File: config.mk
export PLATFORM = sky130hd
export DESIGN_NAME = or_result_cmp
export DESIGN_NICKNAME = d
export VERILOG_FILES = /design/src/rtl/or_result_checker_pkg.sv /design/src/rtl/or_result_checker_cmp.sv
export SDC_FILE = /design/constraint.sdc
export NUM_CORES = 1
export LEC_CHECK = 0
export CAP_MARGIN = 20
export CORE_ASPECT_RATIO = 0.7
export CORE_MARGIN = 2
export CORE_UTILIZATION = 48
export CTS_BUF_LIST = sky130_fd_sc_hd__clkbuf_8
export CTS_CLUSTER_DIAMETER = 150
export DETAILED_ROUTE_END_ITERATION = 8
export MAX_ROUTING_LAYER = met4
export PLACE_DENSITY = 0.81
export SYNTH_ARGS = -nofsm -noshare
export SYNTH_HDL_FRONTEND = slang
export SYNTH_SLANG_ARGS = --single-unit
File: constraint.sdc
create_clock -name clk -period 2.3 [get_ports clk]
set_clock_uncertainty 0.05 [all_clocks]
set_input_delay 0.345 -clock clk [delete_from_list [all_inputs] [get_ports clk]]
set_output_delay 0.345 -clock clk [all_outputs]
set_load 0.1 [all_outputs]
File: src/rtl/or_result_checker_pkg.sv
// Shared definitions for the OR-gate result checker: FSM state encoding,
// default stimulus width and the exhaustive sweep length for that width.
// Optional feature macro: CHECK_SEQ_EN (vector order checking).
package or_result_checker_pkg;

   // Default stimulus vector width; one sweep covers every vector of it
   localparam int DEFAULT_WIDTH = 10;

   // Number of beats in one exhaustive sweep at the default width
   localparam int SWEEP_LEN = 2 ** DEFAULT_WIDTH;

   // Sweep control states
   typedef enum logic [1:0] {
      ST_IDLE  = 2'd0,
      ST_RUN   = 2'd1,
      ST_DRAIN = 2'd2,
      ST_DONE  = 2'd3
   } state_t;

endpackage

File: src/rtl/or_result_checker_cmp.sv
// Stage 2 of the result checker: recomputes the expected OR reduction of the
// registered stimulus, compares it with the registered gate output and keeps
// the beat/error counters plus the first-failure capture.
// Optional feature macro: CHECK_SEQ_EN adds an expected-index counter and a
// sequence error counter so out-of-order or repeated vectors are detected.
module or_result_cmp
   import or_result_checker_pkg::*;
#(
   parameter int WIDTH = DEFAULT_WIDTH,
   parameter int CNT_W = WIDTH + 1
) (
   input  logic             clk,
   input  logic             rst,
   input  logic             i_clear,
   input  logic             i_valid,
   input  logic [WIDTH-1:0] i_data,
   input  logic             i_result,
   output logic [CNT_W-1:0] o_total_cnt,
   output logic [CNT_W-1:0] o_err_cnt,
   output logic [WIDTH-1:0] o_first_err_data,
   output logic             o_first_err_valid
`ifdef CHECK_SEQ_EN
   ,
   output logic [CNT_W-1:0] o_seq_err_cnt
`endif
);

   logic             w_expected;
   logic             w_mismatch;
   logic [CNT_W-1:0] r_total_cnt;
   logic [CNT_W-1:0] r_err_cnt;
   logic [WIDTH-1:0] r_first_err_data;
   logic             r_first_err_valid;

   // Golden model of the gate under test: OR reduction of the vector
   always_comb begin
      w_expected = |i_data;
      w_mismatch = i_valid && (i_result != w_expected);
   end

   // Counters and first-failure capture; a clear (new sweep) behaves like reset.
   // The sweep length bounds every counter, so no saturation is needed.
   always_ff @(posedge clk) begin
      if (rst || i_clear) begin
         r_total_cnt       <= '0;
         r_err_cnt         <= '0;
         r_first_err_data  <= '0;
         r_first_err_valid <= 1'b0;
      end else if (i_valid) begin
         r_total_cnt <= r_total_cnt + 1'b1;
         if (w_mismatch) begin
            r_err_cnt <= r_err_cnt + 1'b1;
            // Only the first failing vector is kept for debug
            if (!r_first_err_valid) begin
               r_first_err_data  <= i_data;
               r_first_err_valid <= 1'b1;
            end
         end
      end
   end

   assign o_total_cnt       = r_total_cnt;
   assign o_err_cnt         = r_err_cnt;
   assign o_first_err_data  = r_first_err_data;
   assign o_first_err_valid = r_first_err_valid;

`ifdef CHECK_SEQ_EN
   logic [WIDTH-1:0] r_exp_idx;
   logic [CNT_W-1:0] r_seq_err_cnt;
   logic             w_seq_mismatch;

   // The generator walks vectors 0,1,2,... so the expected vector is the beat index
   always_comb begin
      w_seq_mismatch = i_valid && (i_data != r_exp_idx);
   end

   // Expected-index tracking and sequence error counting
   always_ff @(posedge clk) begin
      if (rst || i_clear) begin
         r_exp_idx     <= '0;
         r_seq_err_cnt <= '0;
      end else if (i_valid) begin
         r_exp_idx <= r_exp_idx + 1'b1;
         if (w_seq_mismatch) begin
            r_seq_err_cnt <= r_seq_err_cnt + 1'b1;
         end
      end
   end

   assign o_seq_err_cnt = r_seq_err_cnt;
`endif

endmodule

# Word-level counts from Yosys, hierarchy flattened
# Index checks and enable logic that the tools add are counted.
# word_totals
reg_bits	33
in_bits	15
out_inout_bits	33
word_cells	13
# classes
add_sub_neg	2
eq_ne	1
bitwise	1
reduce_logical	5
# op_table
op	n
adder 11 x 1 -> 11 bit, second input constant	2
OR reduction 10 bit	1
AND reduction 3 bit	1
AND reduction 2 bit	1
logical AND 1 bit	1
logical OR 1 bit	1
!= test 1 bit	1
NOT 1 bit	1

# Logic depth before layout (Yosys ltp)
# Gate-level depths: netlist of run 1.
# depth
depth_word	4
ltp_mapped	6
mapped_depth_nobuf	5

# Least setup slack after synthesis of run 1
# OpenSTA, ideal clock, no wires.
# synth_path
path_type	register -> register
start	register r_err_cnt[0] (netlist: o_err_cnt[0])
end	register r_err_cnt[10] (netlist: o_err_cnt[10])
setup_ps	70
arrival_ps	2098
required_ps	2180
path_slack_ps	82
path_stages_with_launch	6
path_buffers	0
period_less_slack_ps	2218
path_cell_list	dfxtp_1 > ha_1 > and3_1 > nand4_1 > a2111o_1 > a21oi_1
# synth_via
elab_chain_cells	1
# synth_rtl
element	line_no	rtl
start: declaration	or_result_checker_cmp.sv:31	logic [CNT_W-1:0] r_err_cnt;
start signal: assignment	or_result_checker_cmp.sv:52	r_err_cnt <= r_err_cnt + 1'b1;
adder 11 x 1 -> 11 bit	or_result_checker_cmp.sv:52	
# No other way between the ends.
# A chain may end at the register's enable or synchronous reset.

# Worst setup path in the final report of run 1
# layout_path
start	input i_data[3]
end	register r_err_cnt[4] (netlist: o_err_cnt[4])
# layout_via
elab_chain_cells	4
# layout_rtl
element	line_no	rtl
start: declaration	or_result_checker_cmp.sv:16	input logic [WIDTH-1:0] i_data,
OR reduction 10 bit	or_result_checker_cmp.sv:37	w_expected = |i_data;
!= test 1 bit	or_result_checker_cmp.sv:38	w_mismatch = i_valid && (i_result != w_expected);
logical AND 1 bit	or_result_checker_cmp.sv:38	
AND reduction 2 bit (no line)	--	
# No other way between the ends.

==> results of run 1 <==
[cell type report]
class / instances / area [um^2] / share of cell area
Clock buffer: 5 / 68.82 / 0.03029
Clock inverter: 3 / 13.76 / 0.006057
Inverter: 4 / 15.01 / 0.006608
Multi-Input combinational cell: 139 / 913.4 / 0.4020
Sequential cell: 33 / 660.6 / 0.2907
Tap cell: 38 / 47.55 / 0.02093
Timing Repair Buffer: 69 / 553.0 / 0.2434
[cell usage after synthesis, types with 3 or more instances]
cell type,instances,area share
o21ai_0,5,0.015
a2111o_1,3,0.021
nor3_1,3,0.0093
nand2_1,13,0.030
clkbuf_1,7,0.016
xor2_1,6,0.032
xnor2_1,3,0.016
mux2i_1,4,0.025
nand4_1,8,0.031
a21oi_1,18,0.056
o41ai_1,5,0.027
nor2_1,14,0.032
and3_1,6,0.023
dfxtp_1,33,0.41
or3_1,4,0.015
o31ai_1,3,0.014
o211ai_1,11,0.051
inv_1,3,0.0070
or4_1,3,0.014
nand3_1,11,0.034
[tightest hold or removal path, delay by kind of cell (launching register included)]
| kind | cells | cell delay, ns |
|---|---|---|
| AOI/OAI and AO/OA | 1 | 0.06 |
| DFF | 1 | 0.31 |
| and+or+nand+nor | 1 | 0.06 |
[registers in the layout, indices dropped and copies added (netlist names)]
register	cells
o_err_cnt	11
o_total_cnt	11
o_first_err_data	10
o_first_err_valid	1
[routing by layer]
| layer | vias to the layer above | track usage | wire (um) |
|---|---|---|---|
| li1 | 840 | - | - |
| met1 | 803 | 0.2929 | 1936 |
| met2 | 54 | 0.3844 | 1877 |
| met3 | 6 | 0.05192 | 242 |
| met4 | 0 | 0.08788 | 39 |
| met5 | - | - | 0 |
[worst min path at each step]
stage / cells past startpoint / endpoint / slack (ns) / startpoint
6_report: 2 / o_first_err_data[7]$_SDFFE_PP0P_ / 0.42 / o_first_err_data[7]$_SDFFE_PP0P_
5_1_grt: 2 / o_first_err_data[9]$_SDFFE_PP0P_ / 0.44 / o_first_err_data[9]$_SDFFE_PP0P_
4_1_cts: 2 / o_first_err_data[7]$_SDFFE_PP0P_ / 0.42 / o_first_err_data[7]$_SDFFE_PP0P_
3_5_place_dp: 2 / o_first_err_data[7]$_SDFFE_PP0P_ / 0.41 / o_first_err_data[7]$_SDFFE_PP0P_
3_3_place_gp: 2 / o_first_err_data[3]$_SDFFE_PP0P_ / 0.41 / o_first_err_data[3]$_SDFFE_PP0P_
2_1_floorplan: 2 / o_first_err_data[0]$_SDFFE_PP0P_ / 0.46 / i_data[0]
[stage by stage]
| stage | power, W | instance area [um^2] | util | setup TNS, ns | cells |
|---|---|---|---|---|---|
| finish | 0.001154 | 2272 | 0.7122 | 0 | 291 |
| global route | 0.001203 | 2272 | 0.7122 | 0 | 291 |
| CTS | 0.001167 | 2272 | 0.7122 | 0 | 291 |
| detailed placement | 0.0007632 | 2186 | 0.6851 | -3.032 | 283 |
| global placement | 0.0007592 | 2186 | 0.6851 | -2.190 | 283 |
| floorplan | 0.0006911 | 1619 | - | 0 | 186 |
[power groups by stage]
stage / clock (W) / sequential (W) / combinational (W)
after floorplan: 0 / 0.000641 / 0.0000499
after CTS: 0.000415 / 0.000583 / 0.000169
after detailed placement: 0 / 0.000596 / 0.000167
after global placement: 0 / 0.000596 / 0.000163
final: 0.000402 / 0.000584 / 0.000169
after global routing: 0.000440 / 0.000584 / 0.000179
[kinds of logic after synthesis]
| kind of cell | after synthesis | share of synthesized area |
|---|---|---|
| AOI/OAI and AO/OA | 51 | 0.2187 |
| xor gates and xnor gates | 9 | 0.04869 |
| adders and majority gates | 2 | 0.01545 |
| buffers and inverters | 14 | 0.03400 |
| DFF | 33 | 0.4080 |
| muxes | 4 | 0.02473 |
| and+or+nand+nor | 73 | 0.2504 |
[repair_timing]
item,4_1_cts,5_1_grt
resized for setup,1,0
endpoints found under the setup margin,2,0
setup buffers,0,0
==> results.ini, run 1 <==
[run_status]
outcome = completed

[clock_tree]
cts.sinks = 33
clkTransAtPathRegs_ns = 0.07
cts_root_buffer = clkbuf_8
cts_made_buffers = 5
htreeDepth = 2
cts_tree = done
clk_latency_ns = 0.28
clk_path_buf_depth = 2
hold_buffers = 0

[pwr]
leakage_nw = 0.8976
power.switching_w = 0.0003071
internal-power_w = 0.0008471
clockPowerShare = 0.348
vdd_drop_max_v = 0.0004927
seq_power_share = 0.506
power_frac_comb = 0.146
powerDensity_mw_per_mm2 = 508.0
swShare = 0.2661

[floorplan]
initial_core_util = 0.5075
die_h_um = 52.59
ios = 48
die_w_um = 73.42
rows = 17
die-area_mm2 = 0.003861
core_area_mm2 = 0.003191

[synth]
yosysWarnings = 0
syn-cell-area_mm2 = 0.001619
ys.flop_type = dfxtp_1
syn_nets = 203
synth_seq_cells = 33
async_reset_ff_frac = 0
synth-edff-count = 0
yosysSeqAreaShare = 0.4080
ys_types = 37
synthCells = 186
syn_avg_cell_area_um2 = 8.705

[worst_hold_path]
hold_path.class = register to register

[setup_path]
crit_slowest_cell = or4_4
r2r_start = o_err_cnt[0]$_SDFFE_PP0P_
end_kind = register
cp_data_required_time_ns = 2.46
reg2reg_to = o_err_cnt[4]$_SDFFE_PP0P_
crit_cells = 5
critPathCapture = o_err_cnt[4]$_SDFFE_PP0P_
ff2ff_setup_slack_ns = 0.69
crit_arrival_ns = 2.40
crit_fanout = 7
crit_path_cell_trace = clkdlybuf4s50_1 > or4_4 > o31a_1 > or4_1 > a21oi_1
cpLargestDelayFamily = simple AND/OR/NAND/NOR gates
path_buf_inv = 1
cp-startpoint = i_data[3]
setup.worst_path.class = input port to register
crit_path_max_incr_delay_ns = 0.60
worstRegToRegCells = 5
startpoint_type = input port

[routing]
drc_errors = 0
drt_first_pass_iters = 4
vias_per_cell = 5.852
avgRoutedWirePerCell_um = 14.08
routed_wl_um = 4096
drtIter0Drc = 56
num_vias = 1703
ant_nets = 0

[sta]
fin_hold_ws_ns = 0.4192
timing.slew.headroom = 0.5616
hold_violations = 0
finalSetupViolCount = 0
finalCritPeriodShare = 0.9752
fmax_mhz = 445.8
fin_ws_ns = 0.05699
tightest_slew_ns = 0.6576
grt_setup_unrepaired = false
period_needed_ns = 2.243
slew_viol_final = 0

[grt]
grt_pass1_vias = 1590
grt_pass1_wl_um = 6886
antenna_found_initial = 0
grt_max_degree = 31
overflow = 0
grtUsageTotal = 0.2368

[layout]
nFillCells = 256
fin_nets = 269
final_common_cell = buf_4
diodes = 0
final_layout_size_suffix_gt1_frac = 0.2767
area_delta_synth_final_pct = 40.34
layout.cells.most_common_list = 55 x buf_4, 33 x dfxtp_1, 18 x a21oi_1

[job]
maxCapViolCount = 0

[place]
dp_hpwl_um = 3055
gp_congestion = 0.8045
dpl_worst_slack_ns = -0.2992
port_buffers = 47

(Power assumes the default switching activity.)
==> run 2, diff against run 1 <==
- CORE_UTILIZATION: 48 -> 46
- CTS_BUF_LIST: sky130_fd_sc_hd__clkbuf_8 -> default
- PLACE_DENSITY: 0.81 -> 0.78
==> run 2 against run 1 <==
- first-iteration DRC count shrank 16%
- worst setup slack gained 0.043 ns
- via count grew 1.0%
- sequential share of layout area shrank 0.66 points
- design area grew 2.3%
- critical path type unchanged
- critical endpoint unchanged
- largest power group unchanged
==> results.ini, run 2 (synthesized netlist as in run 1, its figures left out) <==
[run_status]
outcome = completed

[layout]
fin_nets = 269
final_layout_size_suffix_gt1_frac = 0.2806
final_common_cell = buf_4
layout.cells.most_common_list = 55 x buf_4, 33 x dfxtp_1, 18 x a21oi_1
diodes = 0
final_cell_area_mm2 = 0.002325
area_delta_synth_final_pct = 43.59

[sta]
setup_tns_ns = 0
finalSetupViolCount = 0
grt_setup_unrepaired = false
timing.slew.headroom = 0.6275
fmax_mhz = 454.6
hold_violations = 0
finalCritPeriodShare = 0.9564
tightest_slew_ns = 0.5588
slew_viol_final = 0
period_needed_ns = 2.200

[setup_path]
crit_arrival_ns = 2.36
crit_fanout = 7
cp_data_required_time_ns = 2.46
end_kind = register
setup.worst_path.class = input port to register
startpoint_type = input port

[routing]
ant_nets = 0
drc_errors = 0
num_vias = 1720
drt_first_pass_iters = 4
vias_per_cell = 5.733
drtIter0Drc = 47
avgRoutedWirePerCell_um = 14.82
routed_wl_um = 4445

[clock_tree]
cts_root_buffer = clkbuf_8
clk_latency_ns = 0.28
htreeDepth = 2
cts_tree = done
post_cts_buffers = 0
cts.sinks = 33
clk_path_buf_depth = 2
cts_made_buffers = 5
clkTransAtPathRegs_ns = 0.07

[place]
port_buffers = 47
dp_hpwl_um = 3214
postPlaceCellArea_mm2 = 0.002197
gp_congestion = 0.8410

[pwr]
internal-power_w = 0.0009944
vdd_drop_max_v = 0.0003903
p_total_w = 0.001307
clockPowerShare = 0.425
power.switching_w = 0.0003129
powerDensity_mw_per_mm2 = 562.3
power_frac_comb = 0.128
swShare = 0.2394
leakage_nw = 0.9066
seq_power_share = 0.447

[floorplan]
ios = 48
die-area_mm2 = 0.004018
rows = 17
initial_core_util = 0.4975
die_h_um = 53.64
core_area_mm2 = 0.003254
die_w_um = 74.91

[grt]
overflow = 0
met1_usage = 0.2961
grt_pass1_vias = 1577
antenna_found_initial = 0
grtUsageMet3 = 0.05243
grtUsageTotal = 0.2397
grt_max_degree = 31
grt_pass1_wl_um = 7031
top_usage_layer = met2
use_met2 = 0.3801

[job]
maxCapViolCount = 0

[worst_hold_path]
hold_path.class = register to register

## run 2: changes by cell type in the layout (fill, tap and decap cells not counted), sizes merged
cell,delta
clkbuf,+2
clkinv,-2
bufinv,+1
inv,-1
## run 2: power by group through the flow
| stage | combinational, W | clock (W) | sequential (W) |
|---|---|---|---|
| 2_1_floorplan | 0.0000499 | 0 | 0.000641 |
| 3_3_place_gp | 0.000163 | 0 | 0.000596 |
| 3_5_place_dp | 0.000166 | 0 | 0.000597 |
| 4_1_cts | 0.000167 | 0.000567 | 0.000584 |
| 5_1_grt | 0.000178 | 0.000594 | 0.000584 |
| 6_report | 0.000167 | 0.000556 | 0.000584 |
## run 2: repair_timing
item / 4_1_cts / 5_1_grt
hold buffers: 0 / 0
pin swaps: 0 / 2
hold endpoints to repair: 0 / 0
setup endpoints to repair: 2 / 2
gates resized for setup: 1 / 1
## run 2: worst paths after layout
kind	startpoint	end	slack, ns	cells past startpoint
setup / recovery	i_data[7]	o_err_cnt[4]$_SDFFE_PP0P_	0.10	5
hold / removal	o_first_err_data[0]$_SDFFE_PP0P_	o_first_err_data[0]$_SDFFE_PP0P_	0.43	2
setup reg to reg	o_err_cnt[0]$_SDFFE_PP0P_	o_err_cnt[10]$_SDFFE_PP0P_	0.65	5
hold reg to reg	o_first_err_data[0]$_SDFFE_PP0P_	o_first_err_data[0]$_SDFFE_PP0P_	0.43	2
## run 2: worst max-delay path, cell delays in order
cell	delay [ns]
clkdlybuf4s50_1	0.41
or4_1	0.58
o31a_1	0.41
or4_1	0.49
a21oi_1	0.12
## run 2: layer usage
metal / routed length, um / vias to the layer above / part of all wire
met5: 0 / - / 0
met4: 67 / 0 / 0.015
met3: 336 / 9 / 0.076
met2: 2062 / 68 / 0.46
met1: 1979 / 801 / 0.45
li1: - / 842 / -
## run 2: area by class of cell
type	count	area [um^2]
fillers	265	929.6
flip-flops and latches	33	660.6
clock buffers	7	86.33
clock inverters	1	30.03
well taps	47	58.81
repair buffers	69	553.0
inverters	4	15.01
multi-input cells	139	920.9
## run 2: stage by stage
step	utilization	instances	hold WS (ns)	setup slack, ns
floorplan	-	186	0.4637	0.08167
global route	0.7143	300	0.4427	0.01238
global placement	0.6751	292	0.4078	-0.2973
detailed placement	0.6751	292	0.4184	-0.3373
finish	0.7143	300	0.4263	0.1003
CTS	0.7120	300	0.4269	0.05787
